--- src/rtl/alu_serial_ctrl.sv ---
// alu_serial_ctrl: bit-serial ALU sequencer over one external 1-bit slice (in_* request, out_* result/flags, slice_* slice bus)
module alu_serial_ctrl #(
  parameter int WIDTH = 32
) (
  input  logic             clk,
  input  logic             rst_n,
  input  logic             in_valid,
  output logic             in_ready,
  input  logic [WIDTH-1:0] in_a,
  input  logic [WIDTH-1:0] in_b,
  input  logic [2:0]       in_op,
  output logic             out_valid,
  input  logic             out_ready,
  output logic [WIDTH-1:0] out_result,
  output logic             out_zero,
  output logic             out_carry,
  output logic             out_ovf,
  output logic             slice_a,
  output logic             slice_b,
  output logic             slice_cin,
  output logic [2:0]       slice_ctr,
  input  logic             slice_r,
  input  logic             slice_cout
);
  localparam int CW = $clog2(WIDTH);
  typedef enum logic [1:0] {IDLE, RUN, DONE} state_t;
  state_t state;
  logic [WIDTH-1:0] a, b, fin_res;
  logic [WIDTH-2:0] res;
  logic [2:0] op;
  logic [CW-1:0] cnt;
  logic carry, arith, slt, ovf, less, run;
  always_comb begin
    run = state == RUN;
    arith = op[1:0] == 2'b10;
    slt = op == 3'b111;
    ovf = carry ^ slice_cout;
    less = slice_r ^ ovf;
    fin_res = slt ? {{(WIDTH-1){1'b0}}, less} : {slice_r, res};
  end
  assign in_ready = state == IDLE;
  assign out_valid = state == DONE;
  assign slice_a = run & a[cnt];
  assign slice_b = run & b[cnt];
  assign slice_cin = run & carry;
  assign slice_ctr = !run ? 3'b000 : slt ? 3'b110 : op;
  always_ff @(posedge clk) begin
    if (!rst_n) begin
      state <= IDLE;
      cnt <= '0;
      carry <= 1'b0;
      a <= '0;
      b <= '0;
      op <= '0;
      res <= '0;
      out_result <= '0;
      out_zero <= 1'b0;
      out_carry <= 1'b0;
      out_ovf <= 1'b0;
    end else if (state == IDLE && in_valid) begin
      a <= in_a;
      b <= in_b;
      op <= in_op;
      cnt <= '0;
      carry <= in_op[2];
      state <= RUN;
    end else if (run) begin
      carry <= slice_cout;
      cnt <= cnt + 1'b1;
      if (cnt == CW'(WIDTH-1)) begin
        state <= DONE;
        out_result <= fin_res;
        out_zero <= fin_res == '0;
        out_carry <= arith & slice_cout;
        out_ovf <= arith & ovf;
      end else res[cnt] <= slice_r;
    end else if (state == DONE && out_ready) state <= IDLE;
  end
endmodule

--- config.mk ---
export PLATFORM = sky130hd
export DESIGN_NAME = alu_serial_ctrl
export DESIGN_NICKNAME = d
export VERILOG_FILES = /design/src/rtl/alu_serial_ctrl.sv
export SDC_FILE = /design/constraint.sdc
export NUM_CORES = 1
export LEC_CHECK = 0
export BUFFER_PORTS_ARGS = -buffer_cell sky130_fd_sc_hd__buf_2
export CAP_MARGIN = 20
export CORE_ASPECT_RATIO = 1.4
export CORE_MARGIN = 2
export CORE_UTILIZATION = 50
export CTS_CLUSTER_DIAMETER = 30
export DETAILED_ROUTE_END_ITERATION = 12
export GPL_TIMING_DRIVEN = 1
export HOLD_SLACK_MARGIN = 0.08
export PLACE_DENSITY_LB_ADDON = 0.1
export SLEW_MARGIN = 20
export SYNTH_ARGS = -nofsm -noshare
export SYNTH_HDL_FRONTEND = slang
export SYNTH_SLANG_ARGS = --single-unit
--- constraint.sdc ---
create_clock -name clk -period 4.95 [get_ports clk]
set_input_delay 1.2375 -clock clk [delete_from_list [all_inputs] [get_ports clk]]
set_output_delay 1.2375 -clock clk [all_outputs]
set_load 0.01 [all_outputs]
==> run metrics, run 1 <==
Final Hold Fails=0; total CTS buffers=17; post-route ant nets=0; Internal=~2.2 mW; status=finished, final reports clean; hold-fix buffers at CTS=0; Clk pwr share=0.509; post-synth top area share=0.473; Initial Utilization=0.508; Clock transition at path regs=approximately 0.060 ns; CTS Sinks=roughly 140; Required @ worst endpoint=3.71 ns; Antenna Cells=0; CP Launch Type=flip-flop; Hold Startpoint=a[20]; synthesized area per cell=between 8 and 9 µm²; count of different cell masters after synthesis=49; post-cts resize count=0; async set or reset register ratio after synthesis=0; post-route insts no fill=966; gpl congestion=0.802; CTS root buffer=clkbuf_16; synth warn=0; fin crit share=0.785; # setup viols final=0; routed len/inst=15.4 µm; vias per inst=5.50; Slew headroom=0.315; Routed WL=14,800 µm; Area Overhead vs Synth=20.6%; fin crit period=just under 4 ns; vias in the first global route=5,168; Highest Signal Layer=met4; # rows=47; width of the die=a little under 100 µm; Worst Setup Path Type=reg -> out; Max VDD drop=0.243 mV; layout cell share with drive strength beyond 1=0.208; Final Util=0.612; Placed Cells incl. Taps=just over 900; Worst setup EP type=output port; Post-Place Worst Slack=1.46 ns; top post-synthesis cells by area=dfxtp_1, nand2_1, a21oi_1, a22oi_1, nor2_1; htree depth=4; HP Class=reg -> reg; Cells after Synth=722; Placed Instance Area=6540 µm²; Yosys reg bits=141; Port Buffers=about 120; Design Area, Final=7200 µm²; commonest non-fill, non-tap cell in the layout=nand2_1; EDFF count, synth=0; max cap viols=0; Sw Share=0.216; final net count=between 800 and 900; commonest non-fill, non-tap cells in the layout=nand2_1, dfxtp_1, buf_2; Combinational Power Share=0.060; Hold Slack=0.453 ns; core area=between 10,000 and 15,000 µm²; highest clock rate=0.257 GHz; Setup TNS=0 ns; Die H=133 µm; worst setup path start=cnt[0]; final worst slack=roughly 1.1 ns; Most used DFF post-synth=dfxtp_1; register area share after synthesis=0.473; LEAKAGE=about 2.8 nW; Top Ports=about 120; NetSw=between 0.5 and 0.6 mW; initial DRC count=271; Initial DRT Pass Iterations=5; Tot Pwr=approximately 2.8 mW; initial antenna violation count=0; total setup buffers inserted after CTS=0; RSZ-0062 raised after global routing=no; CTS tree=done; Reg power frac=0.431; largest net degree at the start of global routing=68; Metal-1 WL=~6000 µm; global route total overflow=0; met2 wire length=7920 µm; Residual DRC=0; Worst Skew=0.00487 ns; Mapped Nets=800; met3 wire len=604 µm; Slew @ Worst Pin=approximately 1.0 ns; area leader, netlist=dfxtp_1; PD cells=385 nW/µm²; R2R Path Start=cnt[0]; Detailed Place HPWL=10,200 µm; Via Count=between 5,000 and 6,000; first-pass GRT wire length=24,600 µm; Worst EP arrival=between 2 and 3 ns; die area=12,800 µm²; CTS max path bufs=2; fin. max-slew vios=0; GRT Overall Usage=0.243; crit-path max FO=22; Mapped Area=5970 µm²; Clk Latency, worst-skew pair=0.42 ns
cells by family after synthesis:
group,synth area share
compound gates,0.165
fa+ha+maj,0.0105
simple gates,0.234
xor+xnor,0.00587
mux,0.0671
buf+inv,0.0455
flops,0.473
per-layer routing:
metal | vias up | GRT usage
met5 | - | 0
met4 | 0 | 0.0869
met3 | 30 | 0.0543
met2 | 138 | 0.425
met1 | 2488 | 0.288
li1 | 2654 | -
final timing paths:
check,to,slack [ns],cells after the start
max,slice_a,1.06,5
min,a[20],0.45,2
max reg2reg,out_result[30],1.84,8
min reg2reg,a[20],0.45,2
power by group through the flow:
stage | Combinational [mW] | Clock, mW | Sequential [mW]
detailed placement | 0.167 | 0 | 1.22
global route | 0.186 | 1.48 | 1.20
global placement | 0.163 | 0 | 1.22
finish | 0.166 | 1.41 | 1.19
CTS | 0.168 | 1.42 | 1.19
floorplan | 0.117 | 0 | 1.21
area by class of cell:
class	count	area [µm²]
inverters	3	12.5
flip-flops and latches	141	2820
multi-input cells	521	2890
clock inverters	10	184
well taps	147	184
repair buffers	122	628
fillers	1087	4560
clock buffers	22	474
state kept, by name (all words and copies together), names as in the netlist:
register    flops
b              32
res            31
out_ovf         1
out_result     32
a              32
out_carry       1
op              3
state           2
carry           1
out_zero        1
cnt             5
critical path: stages, from the launching register on:
cell	delay (ns)
dfxtp_1	0.94
mux4_2	0.60
a22o_1	0.25
a211oi_2	0.14
a31oi_1	0.13
buf_2	0.16
cells in the mapped netlist, drive strengths merged, types with 2 or more instances:
library cell	number
a21oi	100
xnor2	2
nor2	60
nand2	176
nand2b	5
xor2	2
nor3	6
dfxtp	141
buf	23
nor3b	3
and2	4
inv	3
nand4	4
mux2i	22
ha	5
nand3b	5
mux4	7
o21ai	22
nor2b	7
and3	3
nor4	7
a211oi	3
o22ai	5
nand4bb	4
and4bb	4
a22oi	32
nand3	19
clkbuf	34
mux2	2
Power figures use the tool's default switching activity.
==> inputs of run 2 (changes only) <==
- clock period: 4.95 -> 3.53 ns (I/O delays scaled with it)
==> run metrics, run 2 (synthesized netlist as in run 1, its figures left out) <==
Routed WL=15,200 µm (was 14,800 µm); CP Launch Type=flip-flop (unchanged); largest net degree at the start of global routing=68 (unchanged); htree depth=4 (unchanged); Port Buffers=115 (unchanged); Placed Instance Area=6580 µm² (was 6540 µm²); width of the die=96.4 µm (unchanged); Worst path max stage delay=0.73 ns (was 0.94 ns); Reg area=2820 µm² (about the same); Worst Skew=0.00637 ns (was 0.00487 ns); GRT Overall Usage=0.248 (was 0.243); Regs by FF count=a (32), b (32), out_result (32) (unchanged); Post-Place Worst Slack=0.656 ns (was 1.46 ns); die area=12,800 µm² (unchanged); Initial DRT Pass Iterations=5 (unchanged); # rows=47 (unchanged); Worst setup EP type=output port (unchanged); Clk Latency, worst-skew pair=0.41 ns (was 0.42 ns); fin crit period=3.39 ns; # setup viols final=0 (unchanged); Initial Utilization=0.508 (unchanged); Die H=133 µm (unchanged); crit-path max FO=16 (was 22); gpl congestion=0.825 (was 0.802); CTS root buffer=clkbuf_16 (unchanged); Residual DRC=0 (unchanged); Setup TNS=0 ns (unchanged); Max VDD drop=0.314 mV (was 0.243 mV); Worst Setup Path Type=reg -> out (unchanged); PD cells=511 nW/µm² (was 385 nW/µm²); initial DRC count=265 (was 271); Worst Path Buf+Inv=1 (unchanged); Worst EP arrival=2.51 ns (was 2.65 ns); highest clock rate=0.295 GHz; multi-input combinational cell area=2890 µm² (about the same); commonest non-fill, non-tap cells in the layout=nand2_1, dfxtp_1, buf_2 (unchanged); fin. max-slew vios=0 (unchanged); status=finished, final reports clean (unchanged); routed len/inst=15.7 µm (was 15.4 µm); Via Count=5,346 (was 5,310); crit-path cells=nor3b_2, a22o_1, a211oi_2, a31oi_1, buf_2 (was mux4_2, a22o_1, a211oi_2, a31oi_1, buf_2); grt met3 use=0.0492 (was 0.0543); max cap viols=0 (unchanged); Slew @ Worst Pin=0.777 ns (was 1.03 ns); GRT busiest layer=met2 (unchanged); vias per inst=5.52 (was 5.50); Design Area, Final=7170 µm² (was 7200 µm²); layout cell share with drive strength beyond 1=0.213 (was 0.208); global route total overflow=0 (unchanged); Detailed Place HPWL=10,700 µm (was 10,200 µm); Clk pwr share=0.478 (was 0.509); LEAKAGE=2.81 nW (was 2.82 nW); slowest CP cell=nor3b_2 (was dfxtp_1); HP Class=reg -> reg (unchanged); total setup buffers inserted after CTS=0 (unchanged); met2 Use GR=0.450 (was 0.425); post-route ant nets=0 (unchanged); CTS Sinks=141 (unchanged); Top Ports=116 (unchanged); Final Hold Fails=0 (unchanged); Required @ worst endpoint=2.65 ns (was 3.71 ns); fin crit share=0.961; Tot Pwr=3.66 mW (was 2.77 mW); Combinational Power Share=0.065 (was 0.060); CTS tree=done (unchanged); commonest non-fill, non-tap cell in the layout=nand2_1 (unchanged); first-pass GRT wire length=25,000 µm (was 24,600 µm); Antenna Cells=0 (unchanged); final worst slack=0.137 ns (was 1.06 ns); number of fill cells=1,127 (was 1,087); Final Util=0.609 (was 0.612); final net count=887 (was 884); NetSw=0.863 mW (was 0.598 mW); Internal=2.80 mW (was 2.17 mW); Slew headroom=0.479 (was 0.315); Area Overhead vs Synth=20.0% (was 20.6%); r2r setup slk=0.70 ns (was 1.84 ns); Clock transition at path regs=0.06 ns (about the same); vias in the first global route=5,321 (was 5,168); Reg power frac=0.458 (was 0.431); CTS max path bufs=2 (unchanged); M1 GR Usage=0.278 (was 0.288); initial antenna violation count=0 (unchanged); core area=11,800 µm² (unchanged); CP top delay family=simple AND/OR/NAND/NOR gates (was flip-flops); Sw Share=0.236 (was 0.216); total CTS buffers=17 (unchanged); RSZ-0062 raised after global routing=no (unchanged)
run 2: cell count changes in the layout (fill, tap and decap cells not counted), sizes merged:
cell	delta
clkinv	+5
buf	+3
bufinv	-3
clkbuf	-3
inv	+1
run 2: layout make-up:
type                    count  area share
inverters                   3     0.00175
clock inverters            13      0.0194
repair buffers            125      0.0943
flip-flops and latches    141       0.394
well taps                 147      0.0257
clock buffers              19      0.0618
multi-input cells         521       0.403
run 2: what timing repair did:
action / CTS / global route
gates resized for setup: 0 / 1
hold buffers: 0 / 0
hold endpoints to repair: 0 / 0
setup endpoints to repair: 0 / 1
run 2: worst min-delay path, stage by stage, from the launching register on:
cell	delay [ns]
dfxtp_1	0.31
nand2_1	0.05
a21oi_1	0.05
run 2: metrics by stage:
step	std cells	hold WS [ns]
after floorplan	722	0.433
after global placement	937	0.440
after detailed placement	937	0.449
after CTS	969	0.457
after global routing	969	0.473
final	969	0.456
run 2: routing by layer:
metal | share of wire | up-vias
met1 | 0.39 | 2513
met4 | 0.022 | 0
met2 | 0.54 | 140
met5 | 0 | -
met3 | 0.043 | 26
li1 | - | 2667
run 2: power groups by stage:
stage / logic, mW / registers (mW) / clock network, mW
after detailed placement: 0.237 / 1.71 / 0
after CTS: 0.238 / 1.68 / 1.77
after global placement: 0.231 / 1.71 / 0
final: 0.236 / 1.68 / 1.75
after global routing: 0.266 / 1.68 / 1.84
after floorplan: 0.164 / 1.69 / 0
run 2: path summary, 6_finish.rpt:
check | endpoint | from | cells past startpoint
max | slice_a | cnt[4] | 5
min | a[1] | a[1] | 2
max reg2reg | out_result[16] | cnt[0] | 10
min reg2reg | a[1] | a[1] | 2
==> inputs of run 3 (changes only) <==
- clock period: 3.53 -> 3.3 ns (I/O delays scaled with it)
==> run metrics, run 3 (synthesized netlist as in run 1, its figures left out) <==
final net count=889 (was 887); HP Class=reg -> reg (unchanged); fin crit share=0.956; layout cell share with drive strength beyond 1=0.217 (was 0.213); Post-Place Worst Slack=0.470 ns (was 0.656 ns); largest net degree at the start of global routing=69 (was 68); vias in the first global route=5,144 (was 5,321); R2R Path Start=cnt[0] (unchanged); post-cts resize count=0 (unchanged); Routed WL=14,900 µm (was 15,200 µm); Worst path max stage delay=0.71 ns (was 0.73 ns); Via Count=5,292 (was 5,346); r2r setup slk=0.68 ns (was 0.70 ns); crit-path cells=nor3_2, a22o_1, a211oi_2, a31oi_1, buf_2 (was nor3b_2, a22o_1, a211oi_2, a31oi_1, buf_2); Worst Setup Path Type=reg -> out (unchanged); commonest non-fill, non-tap cell in the layout=nand2_1 (unchanged); final worst slack=0.145 ns (was 0.137 ns); CP Launch Type=flip-flop (unchanged); core area=11,800 µm² (unchanged); Worst Path Buf+Inv=1 (unchanged); CP top delay family=simple AND/OR/NAND/NOR gates (unchanged); Clock transition at path regs=0.06 ns (about the same); slowest CP cell=nor3_2 (was nor3b_2); Worst R2R End=out_result[15] (was out_result[16]); gpl congestion=0.827 (was 0.825); Metal-1 WL=5710 µm (was 5950 µm); first-pass GRT wire length=24,200 µm (was 25,000 µm); Die H=133 µm (unchanged); routed len/inst=15.3 µm (was 15.7 µm); Residual DRC=0 (unchanged); Area Overhead vs Synth=20.7% (was 20.0%); met2 wire length=8220 µm (was 8240 µm); # setup viols final=0 (unchanged); GRT Overall Usage=0.241 (was 0.248); highest clock rate=0.317 GHz; Top Ports=116 (unchanged); Clk Latency, worst-skew pair=0.42 ns (was 0.41 ns); post-route ant nets=0 (unchanged); Highest Signal Layer=met4 (unchanged); LEAKAGE=2.84 nW (was 2.81 nW); # rows=47 (unchanged); RSZ-0062 raised after global routing=no (unchanged); Max VDD drop=0.350 mV (was 0.314 mV); Worst Skew=0.00885 ns (was 0.00637 ns); Reg2Reg Depth=10 (unchanged); Detailed Place HPWL=10,400 µm (was 10,700 µm); fin crit period=3.16 ns; Placed Instance Area=6590 µm² (was 6580 µm²); hold-fix buffers at CTS=0 (unchanged); commonest non-fill, non-tap cells in the layout=nand2_1, dfxtp_1, buf_2 (unchanged); htree depth=4 (unchanged); crit-path max FO=16 (unchanged); total setup buffers inserted after CTS=0 (unchanged); Hold Startpoint=a[28] (was a[1]); initial DRC count=248 (was 265); Required @ worst endpoint=2.47 ns (was 2.65 ns); die area=12,800 µm² (unchanged); Antenna Cells=0 (unchanged); Final Util=0.613 (was 0.609); vias per inst=5.45 (was 5.52); CTS root buffer=clkbuf_16 (unchanged); fin. max-slew vios=0 (unchanged); CTS tree=done (unchanged); worst hold stages=2 (unchanged); total CTS buffers=17 (unchanged); Design Area, Final=7210 µm² (was 7170 µm²); Port Buffers=115 (unchanged); width of the die=96.4 µm (unchanged); Setup TNS=0 ns (unchanged); CTS max path bufs=2 (unchanged); CTS Sinks=141 (unchanged); global route total overflow=0 (unchanged); Worst EP arrival=2.33 ns (was 2.51 ns); Tot Pwr=4.01 mW (was 3.66 mW); Initial DRT Pass Iterations=5 (unchanged); status=finished, final reports clean (unchanged); Worst setup EP type=output port (unchanged); initial antenna violation count=0 (unchanged); Initial Utilization=0.508 (unchanged); PD cells=557 nW/µm² (was 511 nW/µm²); max cap viols=0 (unchanged); Slew headroom=0.485 (was 0.479); Slew @ Worst Pin=0.768 ns (was 0.777 ns); Worst Hold Endpoint=a[28] (was a[1]); met3 wire len=633 µm (was 651 µm); Regs by FF count=a (32), b (32), out_result (32) (unchanged); Final Hold Fails=0 (unchanged)
## run 3: cell count changes in the layout (fill, tap and decap cells not counted)
cell | previous run | this run
buf_12 | 2 | 1
buf_4 | 8 | 11
bufinv_16 | 2 | 3
clkbuf_8 | 1 | 2
clkinv_2 | 5 | 3
clkinv_4 | 3 | 5
clkinvlp_4 | 2 | 0
dfxtp_1 | 140 | 138
dfxtp_2 | 1 | 3
## run 3: layout make-up
class	count	area, µm²
clock buffers	20	457
fillers	1113	4550
inverters	3	12.5
multi-input cells	521	2890
flip-flops and latches	141	2830
clock inverters	12	161
repair buffers	127	678
well taps	147	184
## run 3: where the power goes
| group | switching, mW | total (mW) | internal [mW] |
|---|---|---|---|
| clock | 0.732 | 1.97 | 1.24 |
| sequential | 0.0338 | 1.79 | 1.75 |
| combinational | 0.152 | 0.256 | 0.105 |
## run 3: metal layers
layer | up-vias | GRT usage
met5 | - | 0
met4 | 0 | 0.101
met3 | 24 | 0.0537
met2 | 121 | 0.427
met1 | 2479 | 0.272
li1 | 2668 | -
## run 3: worst max-delay path by stage
stage | cells after the start | slack, ns | start | to
floorplan | 5 | 0.96 | cnt[0] | slice_a
global placement | 5 | 0.53 | cnt[0] | slice_a
detailed placement | 10 | 0.47 | cnt[0] | out_result[15]
CTS | 4 | 0.05 | cnt[0] | slice_b
global route | 5 | 0.06 | cnt[4] | slice_a
finish | 5 | 0.14 | cnt[4] | slice_a
## run 3: per-stage QoR
stage / hold WS (ns) / std cells
floorplan: 0.433 / 722
global route: 0.471 / 971
CTS: 0.454 / 971
detailed placement: 0.446 / 939
finish: 0.453 / 971
global placement: 0.440 / 939
## run 3: worst min-delay path, stage by stage (launching register included)
cell and delay (ns):
dfxtp_1 0.31, nand2_1 0.05, a21oi_1 0.05
